$ cat src/rtl/fht_seq_ctrl_if.sv
// ----------------------------------------------------------------------------
// fht_seq_ctrl_if
// Bundle between the FHT control sequencer, the start/ready handshake
// and the bank RAMs / butterfly datapath.
//   master : the sequencer. It receives start/log_size (and abort when
//            FHT_SEQ_ABORT_EN is defined). It drives the bank
//            addresses, write enables, source select, stage flags and rdy.
//   slave  : the host / memory side, which has the opposite directions.
// Optional macro: FHT_SEQ_ABORT_EN adds the abort request line.
// ----------------------------------------------------------------------------
interface fht_seq_ctrl_if #(
    parameter int A_BIT = 8,
    parameter int S_BIT = 4
);
    logic             start;
    logic [S_BIT-1:0] log_size;
`ifdef FHT_SEQ_ABORT_EN
    logic             abort;
`endif
    logic [A_BIT-1:0] addr_rd_0;
    logic [A_BIT-1:0] addr_rd_1;
    logic [A_BIT-1:0] addr_rd_2;
    logic [A_BIT-1:0] addr_rd_3;
    logic [A_BIT-1:0] addr_wr_0;
    logic [A_BIT-1:0] addr_wr_1;
    logic [A_BIT-1:0] addr_wr_2;
    logic [A_BIT-1:0] addr_wr_3;
    logic [A_BIT-1:0] addr_coef;
    logic             we_a;
    logic             we_b;
    logic             source_data;
    logic [S_BIT-1:0] stage;
    logic             st_zero;
    logic             st_last;
    logic             rdy;

`ifdef FHT_SEQ_ABORT_EN
    modport master (
        input  start, log_size, abort,
        output addr_rd_0, addr_rd_1, addr_rd_2, addr_rd_3,
               addr_wr_0, addr_wr_1, addr_wr_2, addr_wr_3,
               addr_coef, we_a, we_b, source_data, stage, st_zero, st_last, rdy
    );
    modport slave (
        output start, log_size, abort,
        input  addr_rd_0, addr_rd_1, addr_rd_2, addr_rd_3,
               addr_wr_0, addr_wr_1, addr_wr_2, addr_wr_3,
               addr_coef, we_a, we_b, source_data, stage, st_zero, st_last, rdy
    );
`else
    modport master (
        input  start, log_size,
        output addr_rd_0, addr_rd_1, addr_rd_2, addr_rd_3,
               addr_wr_0, addr_wr_1, addr_wr_2, addr_wr_3,
               addr_coef, we_a, we_b, source_data, stage, st_zero, st_last, rdy
    );
    modport slave (
        output start, log_size,
        input  addr_rd_0, addr_rd_1, addr_rd_2, addr_rd_3,
               addr_wr_0, addr_wr_1, addr_wr_2, addr_wr_3,
               addr_coef, we_a, we_b, source_data, stage, st_zero, st_last, rdy
    );
`endif
endinterface

$ cat src/rtl/fht_seq_ctrl.sv
// ----------------------------------------------------------------------------
// fht_seq_ctrl
// Variable-length FHT control sequencer for a 4-bank memory.
// The transform size is N = 4*2^L, with L latched from log_size at start
// and clamped to the range [2, A_BIT].
// The block runs L+2 stages. Each stage lasts 2^L + RD_WR_LAT cycles:
// 2^L read cycles, and then write cycles. The writes replay the read
// addresses RD_WR_LAT cycles later.
// Ports:
//   clk, rst : clock and asynchronous active-high reset
//   bus      : fht_seq_ctrl_if.master. It carries the start handshake,
//              the bank read/write addresses, the coefficient address,
//              the ping-pong write enables, the source select and the
//              stage flags.
// Optional macro: FHT_SEQ_ABORT_EN adds bus.abort. An abort request
// returns the block to idle on the next edge and drops all pending writes.
// ----------------------------------------------------------------------------
module fht_seq_ctrl #(
    parameter int A_BIT     = 8,
    parameter int RD_WR_LAT = 4,
    parameter int S_BIT     = 4
) (
    input  logic           clk,
    input  logic           rst,
    fht_seq_ctrl_if.master bus
);
    // Cycle-in-stage counter must reach 2^A_BIT + RD_WR_LAT - 1.
    localparam int CW = $clog2((1 << A_BIT) + RD_WR_LAT);

    typedef enum logic [0:0] {ST_IDLE = 1'b0, ST_RUN = 1'b1} state_t;

    state_t           state_r, state_nxt_s;
    logic [S_BIT-1:0] l_r, l_nxt_s;
    logic [S_BIT-1:0] stage_r, stage_nxt_s;
    logic [CW-1:0]    cyc_r, cyc_nxt_s;
    logic [CW-1:0]    stage_end_s;
    logic             abort_s, start_ok_s, flush_s;
    logic             run_nxt_s, rd_vld_nxt_s;
    logic [A_BIT-1:0] addr_nxt_s, coef_nxt_s;

    logic [A_BIT-1:0] addr_rd_r, addr_wr_r, coef_r;
    logic [S_BIT-1:0] stage_o_r;
    logic             we_a_r, we_b_r, src_r, st_zero_r, st_last_r, rdy_r;

    // Read-valid delay line. The write address and the stage parity ride alongside it.
    logic             pv_r [RD_WR_LAT];
    logic [A_BIT-1:0] pa_r [RD_WR_LAT];
    logic             pp_r [RD_WR_LAT];

`ifdef FHT_SEQ_ABORT_EN
    assign abort_s = bus.abort;
`else
    assign abort_s = 1'b0;
`endif
    assign start_ok_s  = bus.start & ~abort_s;
    assign flush_s     = abort_s & (state_r == ST_RUN);
    assign stage_end_s = (CW'(1) << l_r) + CW'(RD_WR_LAT - 1);

    function automatic logic [S_BIT-1:0] clamp_l(input logic [S_BIT-1:0] v);
        logic [S_BIT-1:0] r;
        if (v < S_BIT'(2)) begin
            r = S_BIT'(2);
        end else if (v > S_BIT'(A_BIT)) begin
            r = S_BIT'(A_BIT);
        end else begin
            r = v;
        end
        return r;
    endfunction

    // Bank read address for stage s, size L, and read index c (where c < 2^L).
    function automatic logic [A_BIT-1:0] rd_addr_f(input logic [S_BIT-1:0] s,
                                                   input logic [S_BIT-1:0] l,
                                                   input logic [A_BIT-1:0] c);
        logic [A_BIT-1:0] rev;
        logic [A_BIT-1:0] mask;
        logic [A_BIT-1:0] r;
        // Reverse all A_BIT bits, then shift down. This leaves the L-bit
        // reversal, because the upper bits of c are zero.
        for (int i = 0; i < A_BIT; i++) begin
            rev[i] = c[A_BIT-1-i];
        end
        mask = (A_BIT'(1) << l) - A_BIT'(1);
        if (s == {S_BIT{1'b0}}) begin
            r = rev >> (A_BIT - int'(l));
        end else if (s < l) begin
            r = ((c << s) | (c >> (l - s))) & mask;
        end else begin
            r = c;
        end
        return r;
    endfunction

    // Twiddle ROM address. The result is computed in A_BIT bits and truncated.
    function automatic logic [A_BIT-1:0] coef_f(input logic [S_BIT-1:0] s,
                                                input logic [S_BIT-1:0] l,
                                                input logic [A_BIT-1:0] c);
        logic [A_BIT-1:0] k;
        if (s == {S_BIT{1'b0}}) begin
            k = {A_BIT{1'b0}};
        end else if (s < l) begin
            k = (c & ((A_BIT'(1) << s) - A_BIT'(1))) << (A_BIT - 1 - int'(s));
        end else if (s == l) begin
            k = (c << (A_BIT - int'(l))) >> 1;
        end else begin
            k = c << (A_BIT - int'(l));
        end
        return k;
    endfunction

    // State and sequencing counter registers
    always_ff @(posedge clk or posedge rst) begin
        if (rst) begin
            state_r <= ST_IDLE;
            l_r     <= S_BIT'(2);
            stage_r <= {S_BIT{1'b0}};
            cyc_r   <= {CW{1'b0}};
        end else begin
            state_r <= state_nxt_s;
            l_r     <= l_nxt_s;
            stage_r <= stage_nxt_s;
            cyc_r   <= cyc_nxt_s;
        end
    end

    // Next-state logic: start latch, stage advance, and the end of the run or an abort
    always_comb begin
        state_nxt_s = state_r;
        l_nxt_s     = l_r;
        stage_nxt_s = stage_r;
        cyc_nxt_s   = cyc_r;
        case (state_r)
            ST_IDLE: begin
                if (start_ok_s) begin
                    state_nxt_s = ST_RUN;
                    l_nxt_s     = clamp_l(bus.log_size);
                    stage_nxt_s = {S_BIT{1'b0}};
                    cyc_nxt_s   = {CW{1'b0}};
                end else begin
                    state_nxt_s = ST_IDLE;
                end
            end
            ST_RUN: begin
                if (abort_s) begin
                    state_nxt_s = ST_IDLE;
                end else if (cyc_r == stage_end_s) begin
                    cyc_nxt_s = {CW{1'b0}};
                    if (stage_r == l_r + S_BIT'(1)) begin
                        state_nxt_s = ST_IDLE;
                    end else begin
                        stage_nxt_s = stage_r + S_BIT'(1);
                    end
                end else begin
                    cyc_nxt_s = cyc_r + CW'(1);
                end
            end
            default: begin
                state_nxt_s = ST_IDLE;
            end
        endcase
    end

    // Next-cycle output values, derived from the next state so that every output is a flop
    always_comb begin
        run_nxt_s    = (state_nxt_s == ST_RUN);
        rd_vld_nxt_s = 1'b0;
        addr_nxt_s   = addr_rd_r;
        coef_nxt_s   = coef_r;
        if (run_nxt_s && (cyc_nxt_s < (CW'(1) << l_nxt_s))) begin
            rd_vld_nxt_s = 1'b1;
            addr_nxt_s   = rd_addr_f(stage_nxt_s, l_nxt_s, cyc_nxt_s[A_BIT-1:0]);
            coef_nxt_s   = coef_f(stage_nxt_s, l_nxt_s, cyc_nxt_s[A_BIT-1:0]);
        end else begin
            rd_vld_nxt_s = 1'b0;
        end
    end

    // Read-to-write delay line; an abort empties it
    always_ff @(posedge clk or posedge rst) begin
        if (rst) begin
            for (int i = 0; i < RD_WR_LAT; i++) begin
                pv_r[i] <= 1'b0;
                pa_r[i] <= {A_BIT{1'b0}};
                pp_r[i] <= 1'b0;
            end
        end else begin
            pv_r[0] <= rd_vld_nxt_s & ~flush_s;
            pa_r[0] <= addr_nxt_s;
            pp_r[0] <= stage_nxt_s[0];
            for (int i = 1; i < RD_WR_LAT; i++) begin
                pv_r[i] <= pv_r[i-1] & ~flush_s;
                pa_r[i] <= pa_r[i-1];
                pp_r[i] <= pp_r[i-1];
            end
        end
    end

    // Output registers. Addresses hold their value between accesses.
    always_ff @(posedge clk or posedge rst) begin
        if (rst) begin
            rdy_r     <= 1'b1;
            addr_rd_r <= {A_BIT{1'b0}};
            addr_wr_r <= {A_BIT{1'b0}};
            coef_r    <= {A_BIT{1'b0}};
            stage_o_r <= {S_BIT{1'b0}};
            st_zero_r <= 1'b0;
            st_last_r <= 1'b0;
            src_r     <= 1'b0;
            we_a_r    <= 1'b0;
            we_b_r    <= 1'b0;
        end else begin
            rdy_r     <= ~run_nxt_s;
            addr_rd_r <= addr_nxt_s;
            coef_r    <= coef_nxt_s;
            stage_o_r <= run_nxt_s ? stage_nxt_s : {S_BIT{1'b0}};
            st_zero_r <= run_nxt_s & (stage_nxt_s == {S_BIT{1'b0}});
            st_last_r <= run_nxt_s & (stage_nxt_s == l_nxt_s + S_BIT'(1));
            src_r     <= run_nxt_s & stage_nxt_s[0];
            // Odd stages write bank set A, and even stages write bank set B.
            we_a_r    <= pv_r[RD_WR_LAT-1] &  pp_r[RD_WR_LAT-1] & ~flush_s;
            we_b_r    <= pv_r[RD_WR_LAT-1] & ~pp_r[RD_WR_LAT-1] & ~flush_s;
            if (pv_r[RD_WR_LAT-1] && !flush_s) begin
                addr_wr_r <= pa_r[RD_WR_LAT-1];
            end else begin
                addr_wr_r <= addr_wr_r;
            end
        end
    end

    assign bus.addr_rd_0   = addr_rd_r;
    assign bus.addr_rd_1   = addr_rd_r;
    assign bus.addr_rd_2   = addr_rd_r;
    assign bus.addr_rd_3   = addr_rd_r;
    assign bus.addr_wr_0   = addr_wr_r;
    assign bus.addr_wr_1   = addr_wr_r;
    assign bus.addr_wr_2   = addr_wr_r;
    assign bus.addr_wr_3   = addr_wr_r;
    assign bus.addr_coef   = coef_r;
    assign bus.we_a        = we_a_r;
    assign bus.we_b        = we_b_r;
    assign bus.source_data = src_r;
    assign bus.stage       = stage_o_r;
    assign bus.st_zero     = st_zero_r;
    assign bus.st_last     = st_last_r;
    assign bus.rdy         = rdy_r;
endmodule

$ cat src/flat_wrapper.sv
// flat-port wrapper written by rule: the top's interface ports become plain ports
module fht_seq_ctrl_flat 
#(
    parameter int A_BIT     = 8,
    parameter int RD_WR_LAT = 4,
    parameter int S_BIT     = 4
)
  (clk, rst, bus_start, bus_log_size, bus_addr_rd_0, bus_addr_rd_1, bus_addr_rd_2, bus_addr_rd_3, bus_addr_wr_0, bus_addr_wr_1, bus_addr_wr_2, bus_addr_wr_3, bus_addr_coef, bus_we_a, bus_we_b, bus_source_data, bus_stage, bus_st_zero, bus_st_last, bus_rdy);
  fht_seq_ctrl_if #(.A_BIT(A_BIT), .S_BIT(S_BIT)) bus_i ();
  input  logic clk;
  input  logic rst;
  input wire logic [$bits(bus_i.start)-1:0] bus_start;
  input wire logic [$bits(bus_i.log_size)-1:0] bus_log_size;
  output wire logic [$bits(bus_i.addr_rd_0)-1:0] bus_addr_rd_0;
  output wire logic [$bits(bus_i.addr_rd_1)-1:0] bus_addr_rd_1;
  output wire logic [$bits(bus_i.addr_rd_2)-1:0] bus_addr_rd_2;
  output wire logic [$bits(bus_i.addr_rd_3)-1:0] bus_addr_rd_3;
  output wire logic [$bits(bus_i.addr_wr_0)-1:0] bus_addr_wr_0;
  output wire logic [$bits(bus_i.addr_wr_1)-1:0] bus_addr_wr_1;
  output wire logic [$bits(bus_i.addr_wr_2)-1:0] bus_addr_wr_2;
  output wire logic [$bits(bus_i.addr_wr_3)-1:0] bus_addr_wr_3;
  output wire logic [$bits(bus_i.addr_coef)-1:0] bus_addr_coef;
  output wire logic [$bits(bus_i.we_a)-1:0] bus_we_a;
  output wire logic [$bits(bus_i.we_b)-1:0] bus_we_b;
  output wire logic [$bits(bus_i.source_data)-1:0] bus_source_data;
  output wire logic [$bits(bus_i.stage)-1:0] bus_stage;
  output wire logic [$bits(bus_i.st_zero)-1:0] bus_st_zero;
  output wire logic [$bits(bus_i.st_last)-1:0] bus_st_last;
  output wire logic [$bits(bus_i.rdy)-1:0] bus_rdy;
  assign bus_i.start = bus_start;
  assign bus_i.log_size = bus_log_size;
  assign bus_addr_rd_0 = bus_i.addr_rd_0;
  assign bus_addr_rd_1 = bus_i.addr_rd_1;
  assign bus_addr_rd_2 = bus_i.addr_rd_2;
  assign bus_addr_rd_3 = bus_i.addr_rd_3;
  assign bus_addr_wr_0 = bus_i.addr_wr_0;
  assign bus_addr_wr_1 = bus_i.addr_wr_1;
  assign bus_addr_wr_2 = bus_i.addr_wr_2;
  assign bus_addr_wr_3 = bus_i.addr_wr_3;
  assign bus_addr_coef = bus_i.addr_coef;
  assign bus_we_a = bus_i.we_a;
  assign bus_we_b = bus_i.we_b;
  assign bus_source_data = bus_i.source_data;
  assign bus_stage = bus_i.stage;
  assign bus_st_zero = bus_i.st_zero;
  assign bus_st_last = bus_i.st_last;
  assign bus_rdy = bus_i.rdy;
  fht_seq_ctrl #(.A_BIT(A_BIT), .RD_WR_LAT(RD_WR_LAT), .S_BIT(S_BIT)) u_core (.clk(clk), .rst(rst), .bus(bus_i));
endmodule
$ cat config.mk
export PLATFORM = sky130hd
export DESIGN_NAME = fht_seq_ctrl_flat
export DESIGN_NICKNAME = d
export VERILOG_FILES = /design/src/rtl/fht_seq_ctrl_if.sv /design/src/rtl/fht_seq_ctrl.sv /design/src/flat_wrapper.sv
export SDC_FILE = /design/constraint.sdc
export NUM_CORES = 1
export LEC_CHECK = 0
export BUFFER_PORTS_ARGS = -buffer_cell sky130_fd_sc_hd__buf_2
export CORE_ASPECT_RATIO = 0.8
export CORE_MARGIN = 2
export CORE_UTILIZATION = 37
export DETAILED_ROUTE_END_ITERATION = 6
export HOLD_SLACK_MARGIN = 0.15
export PLACE_DENSITY_LB_ADDON = 0.3
export SLEW_MARGIN = 10
export SYNTH_ARGS = -nofsm -noshare
export SYNTH_HDL_FRONTEND = slang
export SYNTH_SLANG_ARGS = --single-unit
$ cat constraint.sdc
create_clock -name clk -period 13.9 [get_ports clk]
set_input_delay 2.085 -clock clk [delete_from_list [all_inputs] [get_ports clk]]
set_output_delay 2.085 -clock clk [all_outputs]
set_load 0.005 [all_outputs]
==> flow_summary.json <==
{
  "timing.clock.skew_ps": 5.46,
  "h-tree-depth": 3,
  "worstHoldEndpoint": "u_core.pa_r[4]$_DFF_PP0_",
  "detail_route.wirelength_um": 17100,
  "antenna_cells_inserted": 0,
  "filler_cell_count": 1555,
  "maxUsedRoutingLayer": "met4",
  "footprint_of_the_multi_input_gates_mm2": 0.00326,
  "tritoncts": "done",
  "rsz_0062_raised_after_global_routing": "no",
  "worst-endpoint-arrival_ps": 7090,
  "final_layout_size_suffix_gt1_frac": 0.226,
  "asyncSetResetFlopFracSynth": 1.00,
  "cpLargestDelayFamily": "compound AO/OA/AOI/OAI gates",
  "crit_path_end_kind": "flop",
  "layout.area.seq_mm2": 0.00205,
  "post_cts_hold_buffer_count": 0,
  "criticalPathCategory": "flop to flop",
  "r2r_setup_slack_ps": 7000,
  "critical_path.cell_chain": "inv_1 > ha_1 > nand2_1 > ha_1 > nor4bb_1 > a311oi_1 > nor4bb_1 > o311ai_2 > buf_4 > a32oi_1 > inv_1 > ha_1 > a21o_1 > a21o_1 > a211o_1 > o211ai_1 > a21oi_1 > a2111o_1 > inv_1 > nand2_1 > a311oi_1 > a221oi_1",
  "timing.rr.start": "u_core.l_r[1]$_DFF_PP1_",
  "dr_total_vias": 5254,
  "timing.hold.worst_path_depth": 0,
  "max_slew_margin": 0.321,
  "finalWeightedCongestion": 1.01,
  "clock_tree.root_cell": "sky130_fd_sc_hd__clkbuf_16",
  "syn2layout_area_growth_pct": 7.21,
  "initialDrtViolationCount": 586,
  "clock_sink_count": 82,
  "drc": 0,
  "final.min_clock_period_ps": 6900,
  "core_region_area_mm2": 0.0159,
  "post_synth_edffs": 0,
  "dp_hpwl_um": 12300,
  "grt_first_pass_wirelength_um": 27500,
  "syn-instance-count": 658,
  "distinct_cell_type_count_after_synthesis": 84,
  "die_area_mm2": 0.0174,
  "nature_of_the_critical_path_startpoint": "flop",
  "worstHoldStart": "u_core.pa_r[12]$_DFF_PP0_",
  "synth.yosys.seq_area_share": 0.340,
  "critical_path.startpoint": "u_core.l_r[1]$_DFF_PP1_",
  "max_freq_mhz": 145,
  "grt_start_max_net_pins": 83,
  "met3WireLength_um": 1870,
  "yosys_warnings": 0,
  "initial_utilization": 0.381,
  "worst_path_max_delay_cell": "sky130_fd_sc_hd__a32oi_1",
  "gr-usage-all-layers": 0.199,
  "cp.required_ps": 14090,
  "cp_num_buf_inv": 4,
  "grt_remaining_overflow": 0,
  "port_buffers": 88,
  "cp.depth": 22,
  "nets_in_the_synthesized_netlist": 697,
  "total_cts_buffers": 9,
  "finalNonFillerCells": 888,
  "clk_pin_slew_worst_paths_ps": 70,
  "hold_viol_final": 0,
  "cap_viol_max_count": 0,
  "met1_length_um": 7500,
  "die_w_um": 147,
  "timing.critical_path.slowest_cell_delay_ps": 820,
  "std_cell_rows": 41,
  "cts_max_path_buffers": 2,
  "synth_area_per_cell_um2": 9.18,
  "fin_nets": 707,
  "fin_crit_sh": 0.496,
  "drt_first_pass_iters": 7,
  "antenna_found_initial": 0,
  "setup_total_negative_slack_ps": 0,
  "cts_repair_resizes": 0,
  "yosys_most_used_dff": "sky130_fd_sc_hd__dfrtp_1",
  "worst_pin_slew_ps": 1020,
  "flip_flop_and_latch_count_after_synthesis": 82,
  "die_h_um": 118,
  "report.final.slew_viol_count": 0,
  "setup_viol_count_final": 0,
  "grt_pass1_vias": 4904,
  "route.detailed.vias_per_inst": 5.92,
  "routed_wire_length_per_instance_um": 19.2,
  "regToRegEndpoint": "u_core.pa_r[30]$_DFFE_PP0P_",
  "placed_cells_incl_taps": 872,
  "io_pins": 89,
  "cts_setup_buffers": 0,
  "r2r.worst_path.cells": 22,
  "met2_wirelength_um": 7130,
  "mappedNetlistArea_mm2": 0.00604,
  "timing.hold.worst.class": "flop to flop",
  "run_status": "complete, no violations",
  "insertion_delay_ps": 340,
  "crit_path_max_fanout": 16,
  "route.antenna.remaining_nets": 0
}
-- routing by layer --
layer | up-vias | global-route usage
li1 | 2349 | -
met4 | 0 | 0.0710
met5 | - | 0
met2 | 333 | 0.297
met1 | 2504 | 0.288
met3 | 68 | 0.0355
-- per-stage QoR --
step / hold WS (ps) / util / area [µm²] / worst slack (ps)
2_1_floorplan: 331 / - / 6040 / 8260
3_3_place_gp: 331 / 0.390 / 6180 / 7170
3_5_place_dp: 335 / 0.390 / 6180 / 6990
4_1_cts: 347 / 0.409 / 6480 / 7210
5_1_grt: 351 / 0.409 / 6480 / 6640
6_report: 346 / 0.409 / 6480 / 7000
-- final cells by class --
cell class / instances / area share
Clock inverter: 7 / 0.0112
Multi-Input combinational cell: 452 / 0.504
Clock buffer: 9 / 0.0348
Sequential cell: 82 / 0.317
Inverter: 30 / 0.0176
Tap cell: 215 / 0.0415
Timing Repair Buffer: 93 / 0.0738
-- Yosys cell counts, drive strengths merged (14+ instances only) --
cell type,number,area share
mux2i,14,0.024
buf,76,0.091
xnor2,22,0.032
inv,29,0.018
nor2,42,0.026
o21ai,21,0.018
nand2,55,0.035
clkbuf,18,0.011
nor3,22,0.019
nand3,30,0.026
ha,31,0.064
dfrtp,80,0.33
a21oi,26,0.022
-- worst reg2reg max path: stages (launching register included) --
cell and delay [ps]:
sky130_fd_sc_hd__dfstp_2 610, sky130_fd_sc_hd__inv_1 80, sky130_fd_sc_hd__ha_1 260, sky130_fd_sc_hd__nand2_1 90, sky130_fd_sc_hd__ha_1 210, sky130_fd_sc_hd__nor4bb_1 290, sky130_fd_sc_hd__a311oi_1 90, sky130_fd_sc_hd__nor4bb_1 620
sky130_fd_sc_hd__o311ai_2 170, sky130_fd_sc_hd__buf_4 230, sky130_fd_sc_hd__a32oi_1 820, sky130_fd_sc_hd__inv_1 390, sky130_fd_sc_hd__ha_1 410, sky130_fd_sc_hd__a21o_1 160, sky130_fd_sc_hd__a21o_1 160, sky130_fd_sc_hd__a211o_1 280
sky130_fd_sc_hd__o211ai_1 90, sky130_fd_sc_hd__a21oi_1 100, sky130_fd_sc_hd__a2111o_1 600, sky130_fd_sc_hd__inv_1 520, sky130_fd_sc_hd__nand2_1 200, sky130_fd_sc_hd__a311oi_1 250, sky130_fd_sc_hd__a221oi_1 130
-- how the worst max path moves through the flow --
stage | to | slack [ps]
floorplan | u_core.bus.addr_coef[7]$_DFFE_PP0P_ | 8260
global placement | u_core.pa_r[30]$_DFFE_PP0P_ | 7170
detailed placement | u_core.pa_r[30]$_DFFE_PP0P_ | 6990
CTS | u_core.pa_r[30]$_DFFE_PP0P_ | 7210
global route | u_core.pa_r[30]$_DFFE_PP0P_ | 6640
finish | u_core.pa_r[30]$_DFFE_PP0P_ | 7000
-- cell usage in the layout, fill, tap and decap left out, types with 4 or more instances in the layout --
cell / netlist / layout
sky130_fd_sc_hd__buf_2: 13 / 88
sky130_fd_sc_hd__nand2b_1: 6 / 6
sky130_fd_sc_hd__nor2_1: 42 / 42
sky130_fd_sc_hd__o21ai_0: 20 / 20
sky130_fd_sc_hd__nand4_1: 12 / 12
sky130_fd_sc_hd__and2_1: 4 / 4
sky130_fd_sc_hd__xor2_1: 9 / 9
sky130_fd_sc_hd__nand2_1: 54 / 54
sky130_fd_sc_hd__o22ai_1: 4 / 4
sky130_fd_sc_hd__mux2i_1: 13 / 13
sky130_fd_sc_hd__dfrtp_1: 80 / 80
sky130_fd_sc_hd__a211oi_1: 7 / 7
sky130_fd_sc_hd__mux2_2: 11 / 11
sky130_fd_sc_hd__a32oi_1: 7 / 7
sky130_fd_sc_hd__buf_4: 60 / 5
sky130_fd_sc_hd__nand3_1: 29 / 29
sky130_fd_sc_hd__inv_1: 25 / 24
sky130_fd_sc_hd__o311ai_0: 4 / 4
sky130_fd_sc_hd__inv_2: 4 / 4
sky130_fd_sc_hd__a31oi_1: 8 / 7
sky130_fd_sc_hd__a22oi_1: 4 / 4
sky130_fd_sc_hd__a21o_1: 4 / 4
sky130_fd_sc_hd__o31ai_1: 4 / 4
sky130_fd_sc_hd__o21a_1: 4 / 4
sky130_fd_sc_hd__a221oi_1: 4 / 4
sky130_fd_sc_hd__and3_1: 7 / 7
sky130_fd_sc_hd__o211ai_1: 12 / 12
sky130_fd_sc_hd__ha_1: 31 / 31
sky130_fd_sc_hd__clkbuf_16: 0 / 9
sky130_fd_sc_hd__a21oi_1: 26 / 26
sky130_fd_sc_hd__nor2b_1: 11 / 11
sky130_fd_sc_hd__nor3_1: 21 / 21
sky130_fd_sc_hd__xnor2_1: 22 / 22
sky130_fd_sc_hd__a311oi_1: 5 / 5
sky130_fd_sc_hd__mux4_2: 5 / 5
-- flip-flops by register name, summed over array words and instances (netlist names) --
name	count
u_core.pa_r	32
u_core.cyc_r	9
u_core.bus.addr_coef	8
u_core.bus.addr_wr_0	8
u_core.bus.stage	4
u_core.l_r	4
u_core.pv_r	4
u_core.stage_r	4
u_core.pp_r	3
u_core.bus.rdy	1
u_core.bus.st_last	1
u_core.bus.st_zero	1
u_core.bus.we_a	1
u_core.bus.we_b	1
u_core.state_r	1
-- kinds of logic after synthesis --
kind of cell | count (synthesis) | share of synthesized area
multiplexers | 30 | 0.0630
AO/OA/AOI/OAI | 147 | 0.184
adder cells (fa/ha/maj) | 32 | 0.0675
buffers and inverters | 124 | 0.121
flip-flops | 82 | 0.340
XOR/XNOR | 31 | 0.0449
AND/OR/NAND/NOR | 212 | 0.179
Power is not shown: default switching activity piles up to over one toggle a cycle in this logic, so the estimate is an artifact.
